`src/rtl/message_scroller.sv`:
```
// Circular 4-bit character message with a registered 4-entry display window.
// Optional macro SCROLL_REVERSE_EN adds a dir input for backward scrolling.
module message_scroller #(
  parameter int MSG_LEN      = 16,
  parameter int SCROLL_TICKS = 5000000,
  parameter int PTR_W        = 4
) (
  input  logic             clk,
  input  logic             reset,
  input  logic             wr_en,
  input  logic [PTR_W-1:0] wr_addr,
  input  logic [3:0]       wr_data,
  input  logic             step,
  input  logic             auto_en,
`ifdef SCROLL_REVERSE_EN
  input  logic             dir,
`endif
  output logic [15:0]      digits,
  output logic [PTR_W-1:0] ptr,
  output logic             advance
);

  localparam int CNT_W = (SCROLL_TICKS > 2) ? $clog2(SCROLL_TICKS) : 1;
  localparam logic [CNT_W-1:0] TC = CNT_W'(SCROLL_TICKS - 1);

  logic [3:0]       mem_q [MSG_LEN];
  logic [3:0]       mem_d [MSG_LEN];
  logic [CNT_W-1:0] cnt_q, cnt_d;
  logic [PTR_W-1:0] ptr_q, ptr_d;
  logic [15:0]      digits_q, digits_d;
  logic             adv_q, adv_d;
  logic             tick;

  always_comb begin
    tick  = auto_en && (cnt_q == TC);
    adv_d = tick || step;

    // any advance, manual or automatic, restarts the interval
    cnt_d = cnt_q + CNT_W'(1);
    if (!auto_en || adv_d) cnt_d = '0;

    ptr_d = ptr_q;
    if (adv_d) begin
`ifdef SCROLL_REVERSE_EN
      ptr_d = dir ? (ptr_q - PTR_W'(1)) : (ptr_q + PTR_W'(1));
`else
      ptr_d = ptr_q + PTR_W'(1);
`endif
    end

    mem_d = mem_q;
    if (wr_en) mem_d[wr_addr] = wr_data;

    digits_d = '0;
    for (int k = 0; k < 4; k++) begin
      digits_d[15-4*k -: 4] = mem_q[ptr_q + PTR_W'(k)];
    end
  end

  always_ff @(posedge clk or negedge reset) begin
    if (!reset) begin
      for (int i = 0; i < MSG_LEN; i++) mem_q[i] <= 4'(i % 16);
      cnt_q    <= '0;
      ptr_q    <= '0;
      digits_q <= 16'h0123;
      adv_q    <= 1'b0;
    end else begin
      mem_q    <= mem_d;
      cnt_q    <= cnt_d;
      ptr_q    <= ptr_d;
      digits_q <= digits_d;
      adv_q    <= adv_d;
    end
  end

  assign digits  = digits_q;
  assign ptr     = ptr_q;
  assign advance = adv_q;

endmodule

```
`config.mk`:
```
export PLATFORM = sky130hd
export DESIGN_NAME = message_scroller
export DESIGN_NICKNAME = d
export VERILOG_FILES = /design/src/rtl/message_scroller.sv
export SDC_FILE = /design/constraint.sdc
export NUM_CORES = 1
export LEC_CHECK = 0
export CAP_MARGIN = 40
export CORE_MARGIN = 5
export CORE_UTILIZATION = 30
export DETAILED_ROUTE_END_ITERATION = 16
export PLACE_DENSITY = 0.45
export SLEW_MARGIN = 15
export SYNTH_ARGS = -nofsm -noshare
export SYNTH_HDL_FRONTEND = slang
export SYNTH_SLANG_ARGS = --single-unit
```
`constraint.sdc`:
```
create_clock -name clk -period 3.1 [get_ports clk]
set_clock_uncertainty 0.1 [all_clocks]
set_input_delay 0.62 -clock clk [delete_from_list [all_inputs] [get_ports clk]]
set_output_delay 0.62 -clock clk [all_outputs]
set_load 0.03 [all_outputs]
```
# After elaboration in Yosys (flattened, before gate mapping)
# Index checks and enable logic that the tools add are counted.
# totals
output_inout_bits	21
ff_bits	108
input_bits	13
wordCells	57
# classes
n_lt_le_gt_ge	6
n_reduce_logical	5
n_mux	16
bitwise_logic	5
addsub	4
eq_ne	1
# ops
cell	n
4-bit binary-select mux with 4-bit select	4
64-bit bitwise mux	1
4-bit 2-to-1 mux	9
5-bit >= comparator (second input constant)	5
4-bit NOT with 5-bit output	5
23-bit by 1-bit adder with 23-bit output (second input constant)	1
23-bit equality test (second input constant)	1
23-bit 2-to-1 mux	1
4-bit demux with 4-bit select	1
4-bit by 2-bit adder with 4-bit output (second input constant)	2
5-bit by 1-bit < comparator with 1-bit output (second input constant)	1
4-bit by 1-bit adder with 4-bit output (second input constant)	1
1-bit logical AND	2
1-bit logical OR	2
1-bit zero test	1

# Longest topological paths before layout
# Gate-level depths: netlist of run 1.
# logic_depth
depth_word	6
mapped_depth	10
mapped_depth_nobuf	5

# Worst setup path after synthesis of run 1
# Ideal clock, no wire load.
# synth_path
kind	reg-to-reg
from	register ptr_q[0], in the netlist ptr[0]
to	register digits_q[10], in the netlist digits[10]
setup_ns	0.138
n_path_buf	6
t_arrival_ns	3.234
path_slack_ns	-0.372
period_less_slack_ns	3.472
required_time_ns	2.862
stages_incl_launch_ff	11
path_cell_list	dfrtp_1 clkbuf_1 buf_2 buf_2 inv_1 ha_1 clkbuf_1 buf_2 buf_1 mux4_2 mux4_2
# synth_between
elab_chain_len	5
# synth_rtl
element	line	source
start: declaration	29	logic [PTR_W-1:0] ptr_q, ptr_d;
start signal: assignment	70	ptr_q <= ptr_d;
4-bit by 1-bit adder with 4-bit output	56	digits_d[15-4*k -: 4] = mem_q[ptr_q + PTR_W'(k)];
4-bit NOT with 5-bit output (implied by the code)	56	
4-bit binary-select mux with 4-bit select	56	
4-bit 2-to-1 mux (implied by the code) (2 in series)	56	
via digits_d[10]	30	logic [15:0] digits_q, digits_d;
end signal: assignment	71	digits_q <= digits_d;
end: declaration	30	
# The timed path passes the listed nets, and every way through them passes these cells. The select of a mux whose other input is x is not followed.
# A chain may end at the register's enable or synchronous reset.

# Worst setup path in the final report of run 1
# layout_path
from	register ptr_q[2], in the netlist ptr[2]
to	output ptr[2]
# layout_rtl
element	line	source
end: declaration	19	output logic [PTR_W-1:0] ptr,
# No word-level cell between the ends.

==> results.toml, run 1 <==
[finish]
fin_nets = 482
postLayoutCellArea_sq_mm = 0.00731
stdcell_count = 744
drive_gt1_share_pct = 47.5
area.growth.synth_to_final_pct = 16.3
n_antenna_cell = 0

[synth]
synth_ff_type = "dfrtp_1"
avgSynthCellArea_sq_um = 14.7
syn_nets = 446
synthMostInstantiatedCell = "mux4_2"
ys_types = 36
ys_seq_area_share_pct = 43.7
synth_edf_count = 0
syn_inst = 428
synth_top_cell_by_area = "dfrtp_1"
async_reset_ff_share_pct = 100
synth_area_leaders = "dfrtp_1 (29%), mux4_2 (29%), dfstp_2 (15%), mux2_2 (12%), xor2_1 (1.8%)"
ys_seq_elements = 108
synth.top_cells.by_count = "mux4_2 (80), dfrtp_1 (72), mux2_2 (65), dfstp_2 (36), nor2_1 (23)"
yosys.area.top_type_share_pct = 28.6
synth_area_sq_mm = 0.00629
yosys_warnings = 0

[floorplan]
fp.coreArea_sq_mm = 0.0208
die_w_um = 155
fp.dieH_um = 155
dieArea_sq_mm = 0.0240
initial_core_util_pct = 30.2
pin_count = 34
rows = 53

[sta]
finalCriticalPeriod_ns = 2.56
finalCritPeriodShare_pct = 82.7
relSlewSlack_pct = 50.2
layout_setup_ws_ns = 0.537
setup_violations = 0
rsz0062_at_grt = "false"
hold_violations = 0
tns_ns = 0
fmax_ghz = 0.390
slew_viol_final = 0
worst_pin_slew_ns = 0.745

[setup_path]
critical_path_required_ns = 2.38
r2r_end = "digits[3]"
reg2regPathDepth = 5
worst-path-buf-inv = 1
cp-end-kind = "output pin"
crit_family = "buffers and inverters"
crit_slowest_cell = "clkdlybuf4s50_1"
cpPeakStageDelay_ns = 0.79
path_max_fanout = 10
arrival_ns = 1.84
critical_path.startpoint_type = "flop"
r2r_slack_ns = 0.67
worstPathCellList = "clkdlybuf4s50_1"
r2r-start = "ptr[0]"
worstSetupPathType = "flop to output pin"

[global_route]
grt_pass1_vias = 4099
grt_max_degree = 66
gr-usage-all-layers_pct = 14.3
grt-ovfl-total = 0
grt_first_pass_wirelength_um = 25700
antenna_found_initial = 0

[place]
placedCellCount = 727
place_area_sq_mm = 0.00703
hpwl_um = 11600
port_buffers = 33
pre_cts_ws_ns = 0.458
place_congestion = 0.757

[clock_tree]
clock_latency_ns = 0.36
numCtsBuffers = 9
cts_tree = "built"
cts-root-buf = "clkbuf_16"
clkTransAtPathRegs_ns = 0.07
clk_path_buf_depth = 2
htree_levels = 3
holdBufCountCts = 0
postCtsSetupRepairBufs = 0
clock_sinks = 108
cts_resized = 0

[route]
viasPerCell = 5.35
num_vias = 3982
first_pass_iters = 4
wire_per_inst_um = 21.9
ant_nets = 0
drc = 0
initialDrtViolationCount = 253
wirelength_um = 16300

[outcome]
status = "finished clean"

[job]
cap_violations = 0

[power_and_ir_drop]
power.share.clock_pct = 15.1
internal_power_uw = 4720
p_seq_share_pct = 30.2
vdd_drop_max_uv = 533
switchingPower_uw = 2650
p_comb_share_pct = 54.7
p_leak_uw = 0.00272
swShare_pct = 36.0
power.density_mw_per_mm2 = 1010

[hold_path]
min_path_type = "primary input to async pin"
## routing by layer
layer | vias up | share of wire (%) | global-route usage [%]
met3 | 17 | 5.0 | 2.97
li1 | 1751 | - | -
met4 | 0 | 1.8 | 4.75
met1 | 2111 | 47 | 21.1
met5 | - | 0 | 0
met2 | 103 | 46 | 21.1
## power groups by stage
stage / combinational, uW / sequential [uW] / clock, uW
CTS: 4100 / 2230 / 1160
global placement: 4050 / 2220 / 0
floorplan: 2760 / 2340 / 0
detailed placement: 4090 / 2250 / 0
global route: 4300 / 2280 / 1210
finish: 4030 / 2220 / 1120
## kinds of logic after synthesis
kind of cell	Yosys count	synth area share [%]
multiplexers	145	40.3
flip-flops	108	43.7
AND/OR/NAND/NOR	92	7.96
buffers and inverters	34	2.23
AO/OA/AOI/OAI	25	2.21
XOR/XNOR	19	2.65
adder cells (fa/ha/maj)	5	0.995
## flip-flops by register name (all words and copies together), names as in the netlist
register / cells
mem_q: 64
cnt_q: 23
digits: 16
ptr: 4
advance: 1
## cell type report
type | instances | area [sq um]
clock buffer | 10 | 239
clock inverter | 6 | 40.0
fill | 2008 | 13500
inverter | 6 | 22.5
multi-input combinational | 286 | 3400
sequential | 108 | 2750
tap | 275 | 344
timing repair buffer | 53 | 515
## metrics by stage
step / hold slack (ns) / power [uW] / util, %
2_1_floorplan: 0.224 / 5100 / -
3_3_place_gp: 0.361 / 6270 / 33.7
3_5_place_dp: 0.373 / 6330 / 33.8
4_1_cts: 0.113 / 7480 / 35.1
5_1_grt: 0.137 / 7790 / 35.1
6_report: 0.106 / 7370 / 35.1
## placed cells by master, fill, tap and decap left out, types with 4 or more instances in the layout
cell type and n:
mux4_2 80, dfrtp_1 71, mux2_2 65, dfstp_2 36, clkdlybuf4s50_1 32, nor2_1 23
buf_4 17, xor2_1 13, nand2_1 12, nand3_1 12, a21oi_1 11, clkbuf_16 9
nand4_1 8, o21ai_0 8, or3_1 7, inv_1 6, xnor2_1 6, or4_1 5
nand2b_1 5, ha_1 5, and3_1 4
## how the worst max path moves through the flow
stage          startpoint          to  slack, ns  cells past startpoint
2_1_floorplan      ptr[1]  digits[10]       0.05                      9
3_3_place_gp   wr_addr[0]   mem_q[17]       0.49                      5
3_5_place_dp   wr_addr[1]   mem_q[17]       0.46                      5
5_1_grt            ptr[2]      ptr[2]       0.47                      1
6_report           ptr[2]      ptr[2]       0.54                      1
4_1_cts            ptr[2]      ptr[2]       0.51                      1
(Power assumes the default switching activity.)
==> run 2: changes to the inputs <==
==> constraint.sdc (replaced) <==
create_clock -name clk -period 2.3 [get_ports clk]
set_clock_uncertainty 0.1 [all_clocks]
set_input_delay 0.46 -clock clk [delete_from_list [all_inputs] [get_ports clk]]
set_output_delay 0.46 -clock clk [all_outputs]
set_load 0.03 [all_outputs]
==> results.toml, run 2 (synthesis gave the netlist of run 1 again) <==
[sta]
rsz0062_at_grt = "false"
timing.hold.ws_ns = 0.385
tns_ns = 0
setup_violations = 0
hold_violations = 0
relSlewSlack_pct = 58.8
finalCritPeriodShare_pct = 96.0
worst_pin_slew_ns = 0.617
fmax_ghz = 0.453
finalCriticalPeriod_ns = 2.21
slew_viol_final = 0

[setup_path]
path_max_fanout = 5
worstSetupPathType = "flop to output pin"
arrival_ns = 1.65
crit_family = "buffers and inverters"
worstPathCellList = "buf_4, clkdlybuf4s50_1"
cp-end-kind = "output pin"
worst-path-buf-inv = 2
crit_slowest_cell = "clkdlybuf4s50_1"
critical_path.startpoint_type = "flop"
critical_path_required_ns = 1.74
r2r_slack_ns = 0.11
cpPeakStageDelay_ns = 0.69

[floorplan]
die_w_um = 155
rows = 53
fp.coreArea_sq_mm = 0.0208
initial_core_util_pct = 30.2
dieArea_sq_mm = 0.0240
pin_count = 34
fp.dieH_um = 155

[finish]
most-common-layout-cells = "mux4_2 (80), dfrtp_1 (70), mux2_2 (65)"
top_register = "mem_q"
seqCellArea_sq_mm = 0.00275
fin_nets = 505
n_antenna_cell = 0
fillers = 2040
drive_gt1_share_pct = 50.6
multiInputGateArea_sq_mm = 0.00342
final_common_cell = "mux4_2"
area.growth.synth_to_final_pct = 21.3
largest_register_ffs = 64

[route]
drc = 0
wire_per_inst_um = 21.6
ant_nets = 0
first_pass_iters = 4
viasPerCell = 5.33
wirelength_um = 16600
initialDrtViolationCount = 280
num_vias = 4089

[hold_path]
min_path_type = "flop to flop"

[place]
hpwl_um = 11900
port_buffers = 33
place_congestion = 0.778

[power_and_ir_drop]
power.density_mw_per_mm2 = 1360
p_leak_uw = 0.00288
vdd_drop_max_uv = 515

[clock_tree]
clk_path_buf_depth = 2
cts_tree = "built"
clkTransAtPathRegs_ns = 0.08
numCtsBuffers = 9
htree_levels = 3
clock_sinks = 108
clock_latency_ns = 0.36
postCtsSetupRepairBufs = 0
cts-root-buf = "clkbuf_16"

[global_route]
grt_pass1_vias = 4283
grt-ovfl-total = 0
gr-usage-all-layers_pct = 14.3
antenna_found_initial = 0
grt_first_pass_wirelength_um = 26000
grt_max_degree = 41

[job]
cap_violations = 0

[outcome]
status = "finished clean"
run 2: cell count changes in the layout (fill, tap and decap cells not counted), sizes merged:
cell and change:
clkbuf -1, inv +2, clkdlybuf4s50 -1, buf +23
dlygate4sd3 +1, bufinv +1, clkinv -3, dlygate4sd2 +1
run 2: where the power goes:
group	internal (uW)	total (uW)	switching [uW]	leakage, uW
clock network	887	1640	756	0.000151
logic	3340	5770	2430	0.00144
registers	2510	2930	421	0.00129
total	6740	10300	3610	0.00288
run 2: worst paths after layout:
path,startpoint,end,depth (start not counted)
min reg2reg,cnt_q[0],cnt_q[0],1
max reg2reg,ptr[0],digits[2],5
min,cnt_q[0],cnt_q[0],1
min in group asynchronous,reset,mem_q[58],2
max,ptr[0],ptr[0],2
max in group asynchronous,reset,mem_q[8],3
run 2: per-stage QoR:
stage	power, uW	utilization [%]	area, sq um	instances	setup WS, ns
after floorplan	7180	-	6400	428	-0.352
after global placement	8760	35.1	7300	750	0.101
after detailed placement	8820	35.1	7300	750	0.0897
after CTS	10500	36.6	7620	767	0.0681
after global routing	10900	36.6	7630	767	0.0503
final	10300	36.6	7630	767	0.0921
run 2: final cells by class:
type | instances | share of cell area (%)
Multi-Input combinational cell | 286 | 44.8
Clock buffer | 10 | 3.13
Tap cell | 275 | 4.51
Inverter | 6 | 0.328
Timing Repair Buffer | 76 | 10.2
Sequential cell | 108 | 36.1
Clock inverter | 6 | 0.935
run 2: metal layers:
layer  track usage [%]  routed length (um)  up-vias
met4              5.09                 468        0
met1              19.7                7700     2170
met5                 0                   0        -
met3              3.05                 643       25
li1                  -                   -     1796
met2              22.3                7760       98
run 2: worst reg2reg max path, cell delays in order (launching register included):
cell and delay, ns:
dfrtp_4 0.42, inv_4 0.04, ha_4 0.33, buf_12 0.17, mux4_2 0.51, mux4_2 0.48
run 2: repair_timing:
| action | in CTS | in global routing |
|---|---|---|
| endpoints found under the hold margin | 18 | 0 |
| hold buffers | 1 | 0 |
| gates resized for setup | 1 | 1 |
| setup endpoints to repair | 1 | 3 |
==> run 3: changes to the inputs <==
--- a/config.mk
+++ b/config.mk
@@ -9,6 +9,7 @@
 export CORE_MARGIN = 5
 export CORE_UTILIZATION = 30
 export DETAILED_ROUTE_END_ITERATION = 16
+export MAX_ROUTING_LAYER = met4
 export PLACE_DENSITY = 0.45
 export SLEW_MARGIN = 15
 export SYNTH_ARGS = -nofsm -noshare
==> results.toml, run 3 (synthesis gave the netlist of run 1 again) <==
[outcome]
status = "finished clean"

[sta]
hold_violations = 0
finalCriticalPeriod_ns = 2.20
timing.hold.ws_ns = 0.385
relSlewSlack_pct = 59.0
finalCritPeriodShare_pct = 95.8
tns_ns = 0
worst_pin_slew_ns = 0.613
layout_setup_ws_ns = 0.0972
setup_violations = 0
rsz0062_at_grt = "false"
fmax_ghz = 0.454
slew_viol_final = 0

[place]
place_congestion = 0.789
hpwl_um = 11900
placedCellCount = 750
port_buffers = 33
pre_cts_ws_ns = 0.0897

[finish]
largest_register_ffs = 64
stdcell_count = 767
n_antenna_cell = 0
final_common_cell = "mux4_2"
multiInputGateArea_sq_mm = 0.00342
top_register = "mem_q"
fillers = 2040
area.growth.synth_to_final_pct = 21.3
drive_gt1_share_pct = 50.6
seqCellArea_sq_mm = 0.00275
most-common-layout-cells = "mux4_2 (80), dfrtp_1 (70), mux2_2 (65)"
fin_nets = 505

[route]
initialDrtViolationCount = 261
wirelength_um = 16500
first_pass_iters = 4
wire_per_inst_um = 21.5
num_vias = 4092
viasPerCell = 5.34
drc = 0
ant_nets = 0

[clock_tree]
postCtsSetupRepairBufs = 0
numCtsBuffers = 9
cts_tree = "built"
clkTransAtPathRegs_ns = 0.08
cts-root-buf = "clkbuf_16"
clk_path_buf_depth = 2
clock_sinks = 108
clock_latency_ns = 0.36
htree_levels = 3

[floorplan]
dieArea_sq_mm = 0.0240
fp.dieH_um = 155
fp.coreArea_sq_mm = 0.0208
rows = 53
pin_count = 34
die_w_um = 155
initial_core_util_pct = 30.2

[global_route]
grt_max_degree = 41
grt-ovfl-total = 0
grt_first_pass_wirelength_um = 25900
gr-usage-all-layers_pct = 14.7
grt_pass1_vias = 4296
antenna_found_initial = 0

[power_and_ir_drop]
finalPower_uw = 10300
power.density_mw_per_mm2 = 1350
swShare_pct = 34.8
switchingPower_uw = 3600
power.share.clock_pct = 15.9
internal_power_uw = 6740
p_comb_share_pct = 55.7
p_seq_share_pct = 28.4
vdd_drop_max_uv = 505
p_leak_uw = 0.00288

[setup_path]
critical_path.startpoint_type = "flop"
crit_slowest_cell = "clkdlybuf4s50_1"
worstPathCellList = "buf_4, clkdlybuf4s50_1"
critical_path_required_ns = 1.74
worstSetupPathType = "flop to output pin"
r2r_slack_ns = 0.11
arrival_ns = 1.64
cp-end-kind = "output pin"
path_max_fanout = 5
cpPeakStageDelay_ns = 0.69

[job]
cap_violations = 0

[hold_path]
min_path_type = "flop to flop"
-- run 3: cell counts in the layout (fill, tap and decap cells not counted) --
Identical to the previous run, type by type.
-- run 3: cell type report --
cell class	instances	share of cell area [%]
Clock inverter	6	0.935
Sequential cell	108	36.1
Timing Repair Buffer	76	10.2
Clock buffer	10	3.13
Multi-Input combinational cell	286	44.8
Tap cell	275	4.51
Inverter	6	0.328
-- run 3: worst paths after layout --
check                      startpoint        end  cells after the start
max in group asynchronous       reset   mem_q[8]                      3
hold reg to reg              cnt_q[0]   cnt_q[0]                      1
min in group asynchronous       reset  mem_q[58]                      2
hold / removal               cnt_q[0]   cnt_q[0]                      1
setup / recovery               ptr[0]     ptr[0]                      2
setup reg to reg               ptr[0]  digits[2]                      5
-- run 3: repair_timing --
action                                 4_1_cts  5_1_grt
setup endpoints to repair                    1        3
gates resized for setup                      1        1
hold buffers                                 1        0
endpoints found under the hold margin       18        0
pin swaps                                    0        0
-- run 3: stage by stage --
stage	util, %	area [sq um]
after floorplan	-	6400
after global placement	35.1	7300
after detailed placement	35.1	7300
after CTS	36.6	7620
after global routing	36.6	7630
final	36.6	7630
-- run 3: layer usage --
layer	share of wire [%]	global-route usage, %	vias to the layer above
met5	0	-	-
met4	2.9	5.09	0
met3	3.6	2.94	26
met2	47	22.4	97
met1	47	19.7	2171
li1	-	-	1798
-- run 3: power by group through the flow --
stage | clock [uW] | combinational (uW) | sequential (uW)
after detailed placement | 0 | 5850 | 2970
final | 1640 | 5760 | 2930
after floorplan | 0 | 4020 | 3160
after global routing | 1770 | 6130 | 3000
after CTS | 1710 | 5850 | 2940
after global placement | 0 | 5800 | 2960
-- run 3: critical path: cells and delay by family, from the launching register on --
family,cells,cell delay (ns)
flops,1,0.43
buf+inv,2,0.86
